`src/rtl/traceback_ctrl.sv`:
```
// Traceback sequencer over a circular survivor memory: latches write row and best state,
// walks TB_LEN rows backwards and presents the decoded bit on valid/ready. Option macro: TB_OVERRUN_CNT_EN.
module traceback_ctrl #(
  parameter int K      = 5,
  parameter int M      = K - 1,
  parameter int S      = 1 << M,
  parameter int D      = 10,
  parameter int TB_LEN = D - 1,
  localparam int AW    = $clog2(D),
  localparam int CW    = $clog2(TB_LEN + 1)
) (
  input  logic          clk,
  input  logic          rst_n,
  input  logic          wr_en,
  input  logic [AW-1:0] wr_ptr,
  input  logic [M-1:0]  best_state,
  output logic [AW-1:0] rd_time,
  output logic [M-1:0]  rd_state,
  input  logic          surv_bit,
  output logic          out_bit,
  output logic          out_valid,
  input  logic          out_ready,
  output logic          busy,
  output logic          overrun
`ifdef TB_OVERRUN_CNT_EN
  ,
  output logic [7:0]    overrun_cnt
`endif
);

  if (TB_LEN < 1 || TB_LEN > D - 1 || S != (1 << M) || M < 2) begin : g_bad_cfg
    $error("traceback_ctrl: illegal parameter set");
  end

  typedef enum logic [1:0] {IDLE, TRACE, OUTPUT} state_e;

  state_e        state_q, state_d;
  logic [AW-1:0] rd_time_q, rd_time_d;
  logic [M-1:0]  rd_state_q, rd_state_d;
  logic [CW-1:0] step_q, step_d;
  logic [CW-1:0] fill_q, fill_d;
  logic          out_bit_q, out_bit_d;
  logic          overrun_q, overrun_d;
  logic          trig;

  // The trigger counts the write happening this cycle toward the fill level.
  assign trig = wr_en && ((int'(fill_q) + 1) >= TB_LEN);

  always_comb begin
    state_d    = state_q;
    rd_time_d  = rd_time_q;
    rd_state_d = rd_state_q;
    step_d     = step_q;
    fill_d     = fill_q;
    out_bit_d  = out_bit_q;
    overrun_d  = overrun_q;

    if (wr_en && fill_q != CW'(TB_LEN)) fill_d = fill_q + 1'b1;

    case (state_q)
      IDLE: begin
        if (trig) begin
          state_d    = TRACE;
          rd_time_d  = wr_ptr;
          rd_state_d = best_state;
          step_d     = '0;
        end
      end
      TRACE: begin
        // One extra cycle after the last step so out_bit comes from the settled state.
        if (step_q == CW'(TB_LEN)) begin
          state_d   = OUTPUT;
          out_bit_d = rd_state_q[M-1];
        end else begin
          rd_state_d = {rd_state_q[M-2:0], surv_bit};
          rd_time_d  = (rd_time_q == '0) ? AW'(D - 1) : rd_time_q - 1'b1;
          step_d     = step_q + 1'b1;
        end
      end
      OUTPUT: begin
        if (out_ready) state_d = IDLE;
      end
      default: state_d = IDLE;
    endcase

    if (trig && state_q != IDLE) overrun_d = 1'b1;
  end

  always_ff @(posedge clk or negedge rst_n) begin
    if (!rst_n) begin
      state_q    <= IDLE;
      rd_time_q  <= '0;
      rd_state_q <= '0;
      step_q     <= '0;
      fill_q     <= '0;
      out_bit_q  <= 1'b0;
      overrun_q  <= 1'b0;
    end else begin
      state_q    <= state_d;
      rd_time_q  <= rd_time_d;
      rd_state_q <= rd_state_d;
      step_q     <= step_d;
      fill_q     <= fill_d;
      out_bit_q  <= out_bit_d;
      overrun_q  <= overrun_d;
    end
  end

`ifdef TB_OVERRUN_CNT_EN
  logic [7:0] ocnt_q, ocnt_d;

  always_comb begin
    ocnt_d = ocnt_q;
    if (trig && state_q != IDLE && ocnt_q != 8'hFF) ocnt_d = ocnt_q + 8'd1;
  end

  always_ff @(posedge clk or negedge rst_n) begin
    if (!rst_n) ocnt_q <= '0;
    else        ocnt_q <= ocnt_d;
  end

  assign overrun_cnt = ocnt_q;
`endif

  assign rd_time   = rd_time_q;
  assign rd_state  = rd_state_q;
  assign out_bit   = out_bit_q;
  assign out_valid = (state_q == OUTPUT);
  assign busy      = (state_q != IDLE);
  assign overrun   = overrun_q;

endmodule

```
`config.mk`:
```
export PLATFORM = sky130hd
export DESIGN_NAME = traceback_ctrl
export DESIGN_NICKNAME = d
export VERILOG_FILES = /design/src/rtl/traceback_ctrl.sv
export SDC_FILE = /design/constraint.sdc
export NUM_CORES = 1
export LEC_CHECK = 0
export CAP_MARGIN = 25
export CORE_AREA = 2 2 52 73
export CTS_CLUSTER_SIZE = 8
export DETAILED_ROUTE_END_ITERATION = 7
export DIE_AREA = 0 0 54 75
export GPL_TIMING_DRIVEN = 0
export SLEW_MARGIN = 20
export SYNTH_ARGS = -nofsm -noshare
export SYNTH_HDL_FRONTEND = slang
export SYNTH_SLANG_ARGS = --single-unit
```
`constraint.sdc`:
```
create_clock -name clk -period 2.1 [get_ports clk]
set_input_delay 0.525 -clock clk [delete_from_list [all_inputs] [get_ports clk]]
set_output_delay 0.525 -clock clk [all_outputs]
set_load 0.02 [all_outputs]
```
After elaboration in Yosys (flattened, before gate mapping):

Index checks and enable logic that the tools add are counted.

* add/subtract/negate cells: 4
* order comparisons: 1
* equality and inequality tests: 8
* mux-type cells: 14
* reductions and logical operators: 10

Operators with widths (number)
* 4-bit two-way mux: 7
* 4-bit one-hot mux with 2 select lines: 3
* 4-bit by 1-bit adder with 4-bit output (second input constant): 2
* 2-bit two-way mux: 3
* 2-bit != test (second input constant): 3
* 2-bit one-hot mux with 3 select lines: 1
* 3-bit AND reduction: 2
* 4-bit by 1-bit adder with 5-bit output (second input constant): 1
* 5-bit by 4-bit >= comparator with 1-bit output (second input constant): 1
* 4-bit == test (second input constant): 1
* 4-bit logical NOT: 1
* 4-bit != test (second input constant): 1
* 2-bit nonzero test: 2
* 4-bit by 1-bit subtractor with 4-bit output (second input constant): 1
* 1-bit logical AND: 3
* 2-bit by 1-bit == test with 1-bit output (second input constant): 1
* 2-bit == test (second input constant): 1
* 2-bit logical NOT: 1
* 2-bit by 1-bit != test with 1-bit output (second input constant): 1
* 2-bit AND reduction: 1

* flip-flop bits (word level): 20
* bits of input ports: 13
* output and inout port bits: 12
* logic and storage cells: 44

Depth between registers and ports, before layout:

Gate-level depths: netlist of run 1.

* word-level depth: 5
* mapped depth: 7
* mapped depth without buffers: 7

Least setup slack after synthesis of run 1:

OpenSTA, ideal clock, no wires.

* path type: flip-flop to flip-flop
* start: reg fill_q[0]
* end: reg rd_state_q[0], in the netlist rd_state[0]
* library setup time: 0.125 ns
* data arrival time: 1.778 ns
* required time: 1.975 ns
* slack: 0.197 ns
* cell stages (with the launch flop): 8
* buffers on the path: 0
* period minus slack after synthesis: 1.903 ns
* path through: dfrtp_1 > inv_1 > ha_1 > or3b_1 > o21ai_2 > o21a_4 > inv_6 > mux2_4

* longest elaborated chain between the ends: 5

RTL lines
* from (decl): RTL line 41 `logic [CW-1:0] fill_q, fill_d;`
* from (signal assigned): RTL line 103 `fill_q <= fill_d;`
* 4-bit by 1-bit adder with 5-bit output: RTL line 47 `assign trig = wr_en && ((int'(fill_q) + 1) >= TB_LEN);`
* 5-bit by 4-bit >= comparator with 1-bit output: RTL line 47
* 1-bit logical AND: RTL line 47
* 2-bit != test (no line)
* 3-bit AND reduction (no line)
* to (signal assigned): RTL line 101 `rd_state_q <= rd_state_d;`
* to (decl): RTL line 39 `logic [M-1:0] rd_state_q, rd_state_d;`

Every way passes these cells.
A chain may end at the register's enable or synchronous reset.

Worst setup path after layout of run 1:

* start: in wr_en
* end: reg rd_state_q[0], in the netlist rd_state[0]

* longest elaborated chain between the ends: 3

RTL lines
* from (decl): RTL line 14 `input logic wr_en,`
* 1-bit logical AND: RTL line 47
* 2-bit != test (no line)
* 3-bit AND reduction (no line)

Every way passes these cells.

==> impl_metrics.py, run 1 <==
metrics = {
    "critical_path": {
        "path_max_fanout": 10,
        "critPathKind": "input port to flip-flop",
        "r2r_start": "fill_q[0]",
        "critPathLaunchType": "input port",
        "rr_endpoint": "rd_state[0]",
        "ff2ff_path_depth": 7,
        "crit_arrival_ns": 2.21,
        "r2r_slack_ns": 0.11,
        "worstPathRequired_ns": 2.24,
        "endpoint_kind": "flip-flop",
    },
    "detailed_routing": {
        "first_iter_violations": 27,
        "drc": 0,
        "routed_wl_mm": 2.383,
        "viasPerCell": 5.028,
        "drt_pass1_iterations": 4,
        "wl_per_cell_microns": 13.17,
        "final_antenna_net_count": 0,
        "vias": 910,
    },
    "final_layout": {
        "fin_cells": 181,
        "areaGrowthSynthToFinish_pct": 30.04,
        "antenna_cells": 0,
        "final_nets": 161,
        "drive_gt1_share_pct": 15.60,
        "fin_area_sq_um": 1500,
        "nFillCells": 337,
    },
    "sta": {
        "rsz0062_at_grt": "yes",
        "hold_violations": 0,
        "fmax_ghz": 0.4831,
        "tightest_slew_ns": 0.4429,
        "post-route-min-period_ns": 2.070,
        "setup_viol": 0,
        "min_period_over_period_pct": 98.57,
        "drv_slew": 0,
        "maxSlewHeadroom_pct": 70.47,
        "finClkSkew_ns": 0.002342,
    },
    "clock_tree": {
        "cts_buffer_depth": 2,
        "cts_root_buf": "clkbuf_8",
        "cts_tree": "built",
        "postCtsHoldBufs": 0,
        "numCtsBuffers": 3,
        "h-tree-depth": 1,
        "cts.clk_slew.worst_paths_ns": 0.07,
        "cts_sinks": 20,
        "clock_latency_ns": 0.25,
    },
    "floorplan": {
        "die_width_microns": 54,
        "die_area_sq_um": 4050,
        "core_sq_um": 3378,
        "num_io_pins": 25,
        "num_rows": 25,
        "start_util_pct": 34.15,
        "fp.dieH_microns": 75,
    },
    "power_and_ir_drop": {
        "irDropWorstVdd_mv": 0.8082,
        "p_leak_nw": 0.6661,
        "p_per_area_nw_per_um2": 1576,
    },
    "yosys": {
        "syn-cell-area_sq_um": 1154,
        "syn_nets": 131,
        "syn-instance-count": 113,
        "synthTopCellsByArea": "dfrtp_1 (43%), mux2_4 (6.5%), nand2_1 (5.5%)",
        "yosysSeqAreaShare_pct": 43.38,
        "synth_area_per_cell_sq_um": 10.21,
        "synth_edf_count": 0,
        "synth_cell_types": 42,
        "yosys.area.top_type": "dfrtp_1",
        "yosys_warnings": 0,
        "async_flop_share_pct": 100.0,
        "synth_top_flop_cell": "dfrtp_1",
        "synth.top_cell.area_share_pct": 43.38,
        "yosys_register_bits": 20,
    },
    "grt": {
        "grtUsageTotal_pct": 13.53,
        "grt_pass1_vias": 929,
        "grt_max_degree": 21,
        "antenna_found_initial": 0,
        "grt_pass1_wl_mm": 4.105,
        "overflow": 0,
    },
    "min_path": {
        "hp-class": "flip-flop to flip-flop",
        "min_to": "overrun",
        "min-delay-start": "overrun",
        "whs_path_depth": 1,
    },
    "place": {
        "dp_hpwl_mm": 1.743,
        "place_inst": 177,
        "port_buffers": 24,
        "routabilityCongestion": 0.7882,
        "placed_cell_area_sq_um": 1444,
    },
    "run": {
        "maxCapViolations": 0,
    },
    "status": {
        "status": "finished clean",
    },
}
[registers in the layout, summed over array words and instances, names as in the netlist]
name / count
fill_q: 4
rd_state: 4
rd_time: 4
step_q: 4
state_q: 2
out_bit: 1
overrun: 1
[metal layers]
metal | vias to the layer above | global-route usage [%] | routed length (microns) | part of all wire [%]
met5 | - | 0 | 0 | 0
met4 | 0 | 5.000 | 12 | 0.50
met3 | 2 | 1.190 | 88 | 3.7
met2 | 15 | 23.98 | 1196 | 50
met1 | 440 | 16.73 | 1085 | 46
li1 | 453 | - | - | -
[worst max-delay path by stage]
stage	slack [ns]	end	from
floorplan	0.20	rd_state[0]	fill_q[0]
global placement	-0.24	rd_state[1]	wr_en
detailed placement	-0.25	rd_state[2]	wr_en
CTS	0.02	rd_state[0]	wr_en
global route	-0.01	rd_state[0]	wr_en
finish	0.03	rd_state[0]	wr_en
[power by group]
part           internal, mW  total (mW)  switching (mW)
logic                 0.689        1.39           0.697
registers             0.571       0.732           0.161
clock network         0.127       0.245           0.117
total                  1.39        2.36           0.976
[placed cells by master (no fill, tap or decap), drive strengths merged, types with 2 or more instances in the layout]
master          n
o211ai          3
clkdlybuf4s50  23
a22oi           2
dfrtp          20
o21a            2
nand2          17
nand2b          2
mux2            7
nand3           6
xor2            2
nor2            3
nand3b          2
a31oi           3
inv             7
o21ai           8
buf             3
ha              5
clkbuf          5
xnor2           3
[kinds of logic after synthesis]
family / Yosys count / share of synthesized area, %
buffers and inverters: 11 / 4.772
muxes: 7 / 8.460
AOI/OAI and AO/OA: 25 / 16.49
adders and majority gates: 5 / 5.423
xor gates and xnor gates: 5 / 3.797
DFF: 20 / 43.38
and+or+nand+nor: 40 / 17.68
[stage by stage]
stage	hold slack, ns	setup slack (ns)	setup TNS [ns]	util, %	total power [mW]
2_1_floorplan	0.2294	0.1968	0	-	1.712
4_1_cts	0.4787	0.02237	0	43.96	2.403
5_1_grt	0.5104	-0.01467	-0.05987	44.41	2.580
3_5_place_dp	0.4552	-0.2458	-1.418	42.74	2.139
6_report	0.4731	0.03007	0	44.41	2.364
3_3_place_gp	0.4570	-0.2394	-1.322	42.74	2.106
[area by class of cell]
class	count	area (sq um)	share of cell area [%]
Buffer	4	23.77	1.585
Clock buffer	3	41.29	2.752
Inverter	7	31.28	2.085
Multi-Input combinational cell	82	598.1	39.87
Sequential cell	20	501.7	33.44
Tap cell	40	50.05	3.336
Timing Repair Buffer	25	254.0	16.93
[Yosys cell counts (all sizes together), types with 2 or more instances]
master / n
inv: 7
xor2: 2
a31oi: 3
nor2: 3
nand2b: 2
nand2: 17
buf: 2
nand3b: 2
mux2: 7
o211ai: 3
a22oi: 2
ha: 5
clkbuf: 2
nand3: 6
dfrtp: 20
xnor2: 3
o21a: 2
o21ai: 8
[critical path, stage by stage]
cell,delay [ns]
clkdlybuf4s50_1,0.57
nor3b_2,0.34
o21ai_2,0.12
o21a_4,0.24
inv_6,0.11
mux2_4,0.31
[timing repair]
item,in CTS,in global routing
setup endpoints to repair,0,6
buffers inserted,0,0
endpoints found under the hold margin,0,0
resized for setup,0,2
Power figures use the tool's default switching activity.
==> run 2, diff against run 1 <==
--- a/config.mk
+++ b/config.mk
@@ -11,6 +11,8 @@
 export DETAILED_ROUTE_END_ITERATION = 7
 export DIE_AREA = 0 0 54 75
 export GPL_TIMING_DRIVEN = 0
+export MAX_ROUTING_LAYER = met4
+export SETUP_SLACK_MARGIN = 0.1
 export SLEW_MARGIN = 20
 export SYNTH_ARGS = -nofsm -noshare
 export SYNTH_HDL_FRONTEND = slang
==> run 2 against run 1 <==
Net effect: hold slack about the same; design area increased by 4.3%; sequential share of layout area decreased by 1.4 points; clock skew increased by 0.0021 ns; global-route usage increased by 0.78 points; first-iteration DRC count unchanged; count of clock-buffer cells in the layout unchanged; critical path type is now flip-flop to flip-flop; largest power group unchanged.
==> impl_metrics.py, run 2 (synthesis gave the netlist of run 1 again) <==
metrics = {
    "status": {
        "status": "finished clean",
    },
    "detailed_routing": {
        "viasPerCell": 5.092,
        "drc": 0,
        "first_iter_violations": 27,
        "wl_per_cell_microns": 13.61,
        "routed_wl_mm": 2.517,
        "drt_pass1_iterations": 4,
        "vias": 942,
        "final_antenna_net_count": 0,
    },
    "critical_path": {
        "slowest_delay_ns": 0.44,
        "r2r_start": "fill_q[1]",
        "crit_buf_inv": 2,
        "cp_slowest_cell": "dfrtp_1",
        "critPathKind": "flip-flop to flip-flop",
        "crit_arrival_ns": 2.09,
        "worstPathRequired_ns": 2.24,
        "ff2ff_path_depth": 7,
        "path_max_fanout": 10,
        "cp_top_family": "flip-flops",
        "rr_endpoint": "rd_state[0]",
        "critPathLaunchType": "flip-flop",
        "r2r_slack_ns": 0.14,
        "crit_path_cell_trace": "inv_2 > ha_4 > or3b_4 > o21ai_4 > o21a_4 > inv_6 > mux2_4",
        "endpoint_kind": "flip-flop",
    },
    "power_and_ir_drop": {
        "irDropWorstVdd_mv": 0.8341,
        "p_per_area_nw_per_um2": 1603,
        "p_leak_nw": 0.6962,
    },
    "clock_tree": {
        "cts.clk_slew.worst_paths_ns": 0.08,
        "cts_root_buf": "clkbuf_8",
        "h-tree-depth": 1,
        "cts_sinks": 20,
        "cts_buffer_depth": 2,
        "numCtsBuffers": 3,
        "clock_latency_ns": 0.25,
        "cts_tree": "built",
    },
    "floorplan": {
        "die_width_microns": 54,
        "core_sq_um": 3378,
        "start_util_pct": 34.15,
        "num_io_pins": 25,
        "die_area_sq_um": 4050,
        "fp.dieH_microns": 75,
        "num_rows": 25,
    },
    "sta": {
        "hold_violations": 0,
        "post-route-min-period_ns": 1.957,
        "rsz0062_at_grt": "no",
        "tightest_slew_ns": 0.4373,
        "maxSlewHeadroom_pct": 70.85,
        "finClkSkew_ns": 0.004454,
        "setup_viol": 0,
        "drv_slew": 0,
        "fin_hold_ws_ns": 0.4728,
        "fin_ws_ns": 0.1433,
        "min_period_over_period_pct": 93.18,
        "setup_tns_ns": 0,
        "fmax_ghz": 0.5111,
    },
    "grt": {
        "grt_pass1_wl_mm": 4.229,
        "grt_max_degree": 21,
        "overflow": 0,
        "grt_pass1_vias": 947,
        "antenna_found_initial": 0,
        "grtUsageTotal_pct": 14.31,
    },
    "min_path": {
        "min_to": "overrun",
        "whs_path_depth": 1,
        "min-delay-start": "overrun",
        "hp-class": "flip-flop to flip-flop",
    },
    "place": {
        "dp_worst_setup_slack_ns": -0.2458,
        "port_buffers": 24,
        "dp_hpwl_mm": 1.743,
        "routabilityCongestion": 0.7993,
    },
    "final_layout": {
        "final_cell_mix": "clkdlybuf4s50_1 (21), dfrtp_1 (19), nand2_1 (17)",
        "utilization_pct": 46.30,
        "antenna_cells": 0,
        "final_nets": 165,
        "drive_gt1_share_pct": 20.69,
        "final_common_cell": "clkdlybuf4s50_1",
        "areaGrowthSynthToFinish_pct": 35.57,
    },
    "run": {
        "maxCapViolations": 0,
    },
}
## run 2: metal layers
layer / vias to the layer above / routed length (microns) / track usage [%]
li1: 462 / - / -
met1: 463 / 1128 / 17.36
met2: 15 / 1295 / 24.53
met5: - / 0 / -
met4: 0 / 9 / 5.000
met3: 2 / 84 / 1.190
## run 2: power by group
| group | leakage (nW) | internal, mW | switching [mW] |
|---|---|---|---|
| clock | 0.0216 | 0.128 | 0.123 |
| combinational | 0.435 | 0.763 | 0.766 |
| sequential | 0.239 | 0.571 | 0.156 |
## run 2: worst max path at each step
stage,from,to,slack (ns),cells after the start
2_1_floorplan,fill_q[0],rd_state[0],0.20,7
3_3_place_gp,wr_en,rd_state[1],-0.24,6
3_5_place_dp,wr_en,rd_state[2],-0.25,6
4_1_cts,fill_q[1],rd_state[0],0.1,7
5_1_grt,fill_q[0],rd_state[0],0.1,7
6_report,fill_q[1],rd_state[0],0.14,7
## run 2: what timing repair did
item / CTS / global route
setup buffers: 2 / 2
pin swaps: 0 / 2
setup endpoints to repair: 7 / 5
gates resized for setup: 4 / 6
hold buffers: 0 / 0
## run 2: cell type report
class / instances / area [sq um]
plain buffers: 4 / 23.77
clock buffers: 3 / 41.29
multi-input cells: 82 / 634.4
inverters: 7 / 31.28
well taps: 40 / 50.05
flip-flops and latches: 20 / 501.7
repair buffers: 29 / 281.5
fillers: 336 / 1814
## run 2: through the flow
step                total power, mW  area [sq um]  std cells
finish                        2.506          1564        185
CTS                           2.427          1505        182
global placement              2.106          1444        177
global route                  2.717          1564        185
floorplan                     1.712          1154        113
detailed placement            2.139          1444        177
